<file path="src/rtl/bcd2bin_seq.sv">
// Sequential BCD-to-binary converter, one digit per clock, MSD first.
// Saturates above 2**BW-1 (ovf) and flags non-decimal nibbles (err).
module bcd2bin_seq #(
  parameter int NDIG = 4,
  parameter int BW   = 12
) (
  input  logic              i_clk,
  input  logic              i_rst,
  input  logic              i_start,
  input  logic [4*NDIG-1:0] i_bcd_in,
  output logic              o_busy,
  output logic              o_done,
  output logic [BW-1:0]     o_bin,
  output logic              o_ovf,
  output logic              o_err
);

  localparam int DW = 4 * NDIG;
  localparam int CW = (NDIG > 1) ? $clog2(NDIG) : 1;
  localparam int XW = (DW + 4 > BW) ? DW + 4 : BW + 1;
  localparam logic [XW-1:0] MAXV = {XW{1'b1}} >> (XW - BW);

  typedef enum logic {
    S_IDLE,
    S_CONV
  } state_t;

  state_t        r_state;
  state_t        w_next;
  logic [DW-1:0] r_dig_sr;
  logic [DW-1:0] r_acc;
  logic [CW-1:0] r_cnt;
  logic          r_bad;
  logic          r_done;
  logic [BW-1:0] r_bin;
  logic          r_ovf;
  logic          r_err;

  logic          w_bad_in;
  logic          w_load;
  logic          w_last;
  logic [DW+3:0] w_ext;
  logic [DW+3:0] w_nxt;
  logic [XW-1:0] w_nxt_x;

  // Flag any input nibble that is not a decimal digit.
  always_comb begin
    w_bad_in = 1'b0;
    for (int i = 0; i < NDIG; i++) begin
      if (i_bcd_in[4*i +: 4] > 4'd9) w_bad_in = 1'b1;
    end
  end

  // acc*10 + next digit, kept wide so the overflow compare sees every bit.
  always_comb begin
    w_ext   = {4'b0000, r_acc};
    w_nxt   = (w_ext << 3) + (w_ext << 1)
            + {{DW{1'b0}}, r_dig_sr[DW-1 -: 4]};
    w_nxt_x = XW'(w_nxt);
  end

  // State register.
  always_ff @(posedge i_clk or posedge i_rst) begin
    if (i_rst) r_state <= S_IDLE;
    else       r_state <= w_next;
  end

  // Next-state logic plus load/finish strobes for the datapath.
  always_comb begin
    w_next = r_state;
    w_load = 1'b0;
    w_last = 1'b0;
    unique case (r_state)
      S_IDLE: begin
        if (i_start) begin
          w_load = 1'b1;
          w_next = S_CONV;
        end
      end
      S_CONV: begin
        if (r_cnt == CW'(NDIG - 1)) begin
          w_last = 1'b1;
          w_next = S_IDLE;
        end
      end
      default: w_next = S_IDLE;
    endcase
  end

  // Digit shifter, accumulator and result registers.
  always_ff @(posedge i_clk or posedge i_rst) begin
    if (i_rst) begin
      r_dig_sr <= '0;
      r_acc    <= '0;
      r_cnt    <= '0;
      r_bad    <= 1'b0;
      r_done   <= 1'b0;
      r_bin    <= '0;
      r_ovf    <= 1'b0;
      r_err    <= 1'b0;
    end else begin
      r_done <= w_last;
      if (w_load) begin
        r_dig_sr <= i_bcd_in;
        r_acc    <= '0;
        r_cnt    <= '0;
        r_bad    <= w_bad_in;
      end else if (r_state == S_CONV) begin
        r_acc    <= w_nxt[DW-1:0];
        r_dig_sr <= r_dig_sr << 4;
        r_cnt    <= r_cnt + CW'(1);
        if (w_last) begin
          if (r_bad) begin
            r_bin <= '0;
            r_err <= 1'b1;
            r_ovf <= 1'b0;
          end else if (w_nxt_x > MAXV) begin
            r_bin <= {BW{1'b1}};
            r_ovf <= 1'b1;
            r_err <= 1'b0;
          end else begin
            r_bin <= w_nxt_x[BW-1:0];
            r_ovf <= 1'b0;
            r_err <= 1'b0;
          end
        end
      end
    end
  end

  assign o_busy = (r_state == S_CONV);
  assign o_done = r_done;
  assign o_bin  = r_bin;
  assign o_ovf  = r_ovf;
  assign o_err  = r_err;

endmodule
</file>
<file path="config.mk">
export PLATFORM = sky130hd
export DESIGN_NAME = bcd2bin_seq
export DESIGN_NICKNAME = d
export VERILOG_FILES = /design/src/rtl/bcd2bin_seq.sv
export SDC_FILE = /design/constraint.sdc
export NUM_CORES = 1
export LEC_CHECK = 0
export ABC_AREA = 1
export CAP_MARGIN = 20
export CORE_MARGIN = 3
export CORE_UTILIZATION = 62
export DETAILED_ROUTE_END_ITERATION = 8
export GPL_ROUTABILITY_DRIVEN = 0
export PLACE_DENSITY = 0.86
export SYNTH_ARGS = -nofsm -noshare
export SYNTH_HDL_FRONTEND = slang
export SYNTH_SLANG_ARGS = --single-unit
</file>
<file path="constraint.sdc">
create_clock -name i_clk -period 5.4 [get_ports i_clk]
set_input_delay 1.08 -clock i_clk [delete_from_list [all_inputs] [get_ports i_clk]]
set_output_delay 1.08 -clock i_clk [all_outputs]
set_load 0.03 [all_outputs]
</file>
==> flow_metrics.env <==
export IMPL_critPathMostFrequentCell="nand2_1"
export IMPL_synth_simple_area_share_pct=26.5
export IMPL_skew_ps=13.9
export IMPL_grt_usage_pct=26.2
export IMPL_vias_per_cell=5.26
export IMPL_wl_um=7410
export IMPL_port_buffers=34
export IMPL_dp_cells=552
export IMPL_rsz0062_at_grt="no"
export IMPL_synth_common_cells="167 x nand2_1, 79 x inv_1, 51 x dfrtp_1, 32 x ha_1, 31 x o21ai_0"
export IMPL_cp_max_fo=13
export IMPL_synth_area_mux_share_pct=0
export IMPL_holdWs_ps=492
export IMPL_clkSlewWorstSetupHoldPaths_ps=90
export IMPL_drc=0
export IMPL_vias=2943
export IMPL_clock_latency_ps=300
export IMPL_multi_input_area_sq_um=1710
export IMPL_nFillCells=420
export IMPL_synth_cells=457
export IMPL_synth_edf_count=0
export IMPL_first_pass_iters=4
export IMPL_grt_pass1_vias=2975
export IMPL_ctsResizeCount=0
export IMPL_worstMarginPinSlew_ps=966
export IMPL_cap_violations=0
export IMPL_hold_viol=0
export IMPL_htreeDepth=2
export IMPL_worstPathArrival_ps=2970
export IMPL_dr_first_iter_drc_count=219
export IMPL_antenna_cells=0
export IMPL_synth_xor_area_share_pct=1.84
export IMPL_end_kind="flip-flop"
export IMPL_clockBufferDepth=2
export IMPL_synth_largest_area_cell="dfrtp_1"
export IMPL_antenna_left=0
export IMPL_cts_made_buffers=5
export IMPL_finalWorstPathRequiredPeriod_ps=2790
export IMPL_slew_headroom_pct=35.3
export IMPL_clock_fmax_mhz=358
export IMPL_antenna_found_initial=0
export IMPL_synth_seq_cells=51
export IMPL_dieArea_sq_um=6290
export IMPL_critPathMaxStageDelay_ps=470
export IMPL_setup_viol=0
export IMPL_critical_path_cell_chain="inv_1 -> fa_1 -> fa_1 -> inv_1 -> nand2_1 -> nand2_1 -> and2_1 -> nand2_1 -> nand3_1 -> nand2_1 -> nand2_1 -> nand3_1 -> nor2_1 -> nand2_1 -> nand2_2 -> nand2_1"
export IMPL_synth_top_family_by_area="simple AND/OR/NAND/NOR gates"
export IMPL_synthTopCellsByArea="dfrtp_1 38%, nand2_1 19%, ha_1 12%"
export IMPL_rows=26
export IMPL_io_pins=35
export IMPL_core_area_sq_um=5140
export IMPL_synth_compound_area_share_pct=9.81
export IMPL_cts_setup_buffers=0
export IMPL_seq_area_sq_um=1280
export IMPL_fin_cells=560
export IMPL_cts_root_buffer="clkbuf_8"
export IMPL_synth_area_sq_um=3330
export IMPL_gr_total_overflow=0
export IMPL_cp_required_ps=5580
export IMPL_avgSynthCellArea_sq_um=7.29
export IMPL_grt_pass1_wl_um=13000
export IMPL_fin_crit_sh_pct=51.7
export IMPL_crit_type="flip-flop to flip-flop"
export IMPL_synthAdderAreaFrac_pct=13.2
export IMPL_cts_tree="yes"
export IMPL_cts_sinks=51
export IMPL_initial_core_util_pct=64.8
export IMPL_fin_nets=543
export IMPL_grt_max_degree=52
export IMPL_postSynth_asyncResetShare_pct=100
export IMPL_drv_slew=0
export IMPL_die_h_um=79.3
export IMPL_ys_flop_type="dfrtp_1"
export IMPL_cp_start_kind="flip-flop"
export IMPL_synth_distinct_cells=28
export IMPL_syn_num_nets=510
export IMPL_area_growth_syn_to_layout_pct=15.4
export IMPL_dp_hpwl_um=5740
export IMPL_hold_path_class="flip-flop to flip-flop"
export IMPL_seq_area_frac_synth_pct=38.3
export IMPL_die_w_um=79.3
export IMPL_post_drt_wl_per_cell_um=13.2
export IMPL_synth_top_area_share_pct=38.3
export IMPL_yosysWarningCount=0
export IMPL_cts_hold_buf=0
export IMPL_fin_tns_setup_ps=0
export IMPL_layout_drive_gt1_share_pct=2.65
export IMPL_yosysMostFrequentCell="nand2_1"
export IMPL_cp_slowest_cell="fa_1"
export IMPL_outcome="complete, no violations"
worst paths after layout:
check	start	to	slack, ps	cells past startpoint
worst max-delay path	r_acc[2]	o_ovf	2610	16
worst min-delay path	r_dig_sr[10]	r_dig_sr[14]	490	2
worst max register to register	r_acc[2]	o_ovf	2610	16
worst min register to register	r_dig_sr[10]	r_dig_sr[14]	490	2
max in group asynchronous	i_rst	r_acc[8]	3920	3
min in group asynchronous	i_rst	r_cnt[0]	1010	2
layout make-up:
cell class,instances,share of cell area (%)
inverter,79,7.72
sequential,51,33.2
tap,70,2.28
clock buffer,6,1.89
multi-input combinational,317,44.5
timing repair buffer,36,9.58
clock inverter,1,0.782
worst max-delay path, delay by kind of cell, from the launching register on:
kind,cells,cell delay (ps)
flops,1,420
simple gates,12,1140
buf+inv,2,180
fa+ha+maj,2,930
cells in the final DEF, fill, tap and decap left out, types with 2 or more instances in the layout:
| master | synthesis | routed |
|---|---|---|
| nand2_1 | 167 | 167 |
| and2_1 | 3 | 3 |
| xnor2_1 | 7 | 7 |
| nor2_1 | 22 | 22 |
| nor3_1 | 3 | 3 |
| ha_1 | 32 | 32 |
| dfrtp_1 | 51 | 51 |
| nand2_2 | 3 | 3 |
| nand3b_1 | 2 | 2 |
| o211ai_1 | 3 | 3 |
| o21ai_0 | 31 | 31 |
| o22ai_1 | 3 | 3 |
| fa_1 | 2 | 2 |
| clkbuf_8 | 0 | 5 |
| o221ai_1 | 5 | 5 |
| a22o_1 | 2 | 2 |
| clkdlybuf4s50_1 | 0 | 34 |
| nand3_1 | 14 | 14 |
| inv_1 | 79 | 78 |
| a21oi_1 | 11 | 11 |
stage by stage:
| step | setup WS (ps) | area, sq um | util, % |
|---|---|---|---|
| after floorplan | 2940 | 3330 | - |
| after detailed placement | 2600 | 3720 | 72.3 |
| final | 2610 | 3840 | 74.7 |
| after CTS | 2590 | 3820 | 74.3 |
| after global placement | 2690 | 3720 | 72.3 |
| after global routing | 2310 | 3840 | 74.7 |
sequential cells by signal, summed over array words and instances (netlist names):
register / count
r_cnt: 2
o_bin: 12
r_dig_sr: 16
o_done: 1
o_busy: 1
r_bad: 1
o_err: 1
o_ovf: 1
r_acc: 16
cells by family after synthesis:
| logic type | after synthesis |
|---|---|
| and+or+nand+nor | 219 |
| buffers and inverters | 89 |
| AOI/OAI and AO/OA | 57 |
| DFF | 51 |
| adders and majority gates | 34 |
| xor gates and xnor gates | 7 |
per-layer routing:
metal | share of wire, % | global-route usage (%) | routed length, um
met4 | 1.0 | 7.39 | 77
met2 | 48 | 45.5 | 3580
met1 | 46 | 33.6 | 3370
met3 | 5.1 | 4.31 | 380
met5 | 0 | 0 | 0
Power is left out: the tool's default activity adds up to more than one toggle a clock period on the data nets, which glitch-free logic cannot reach.
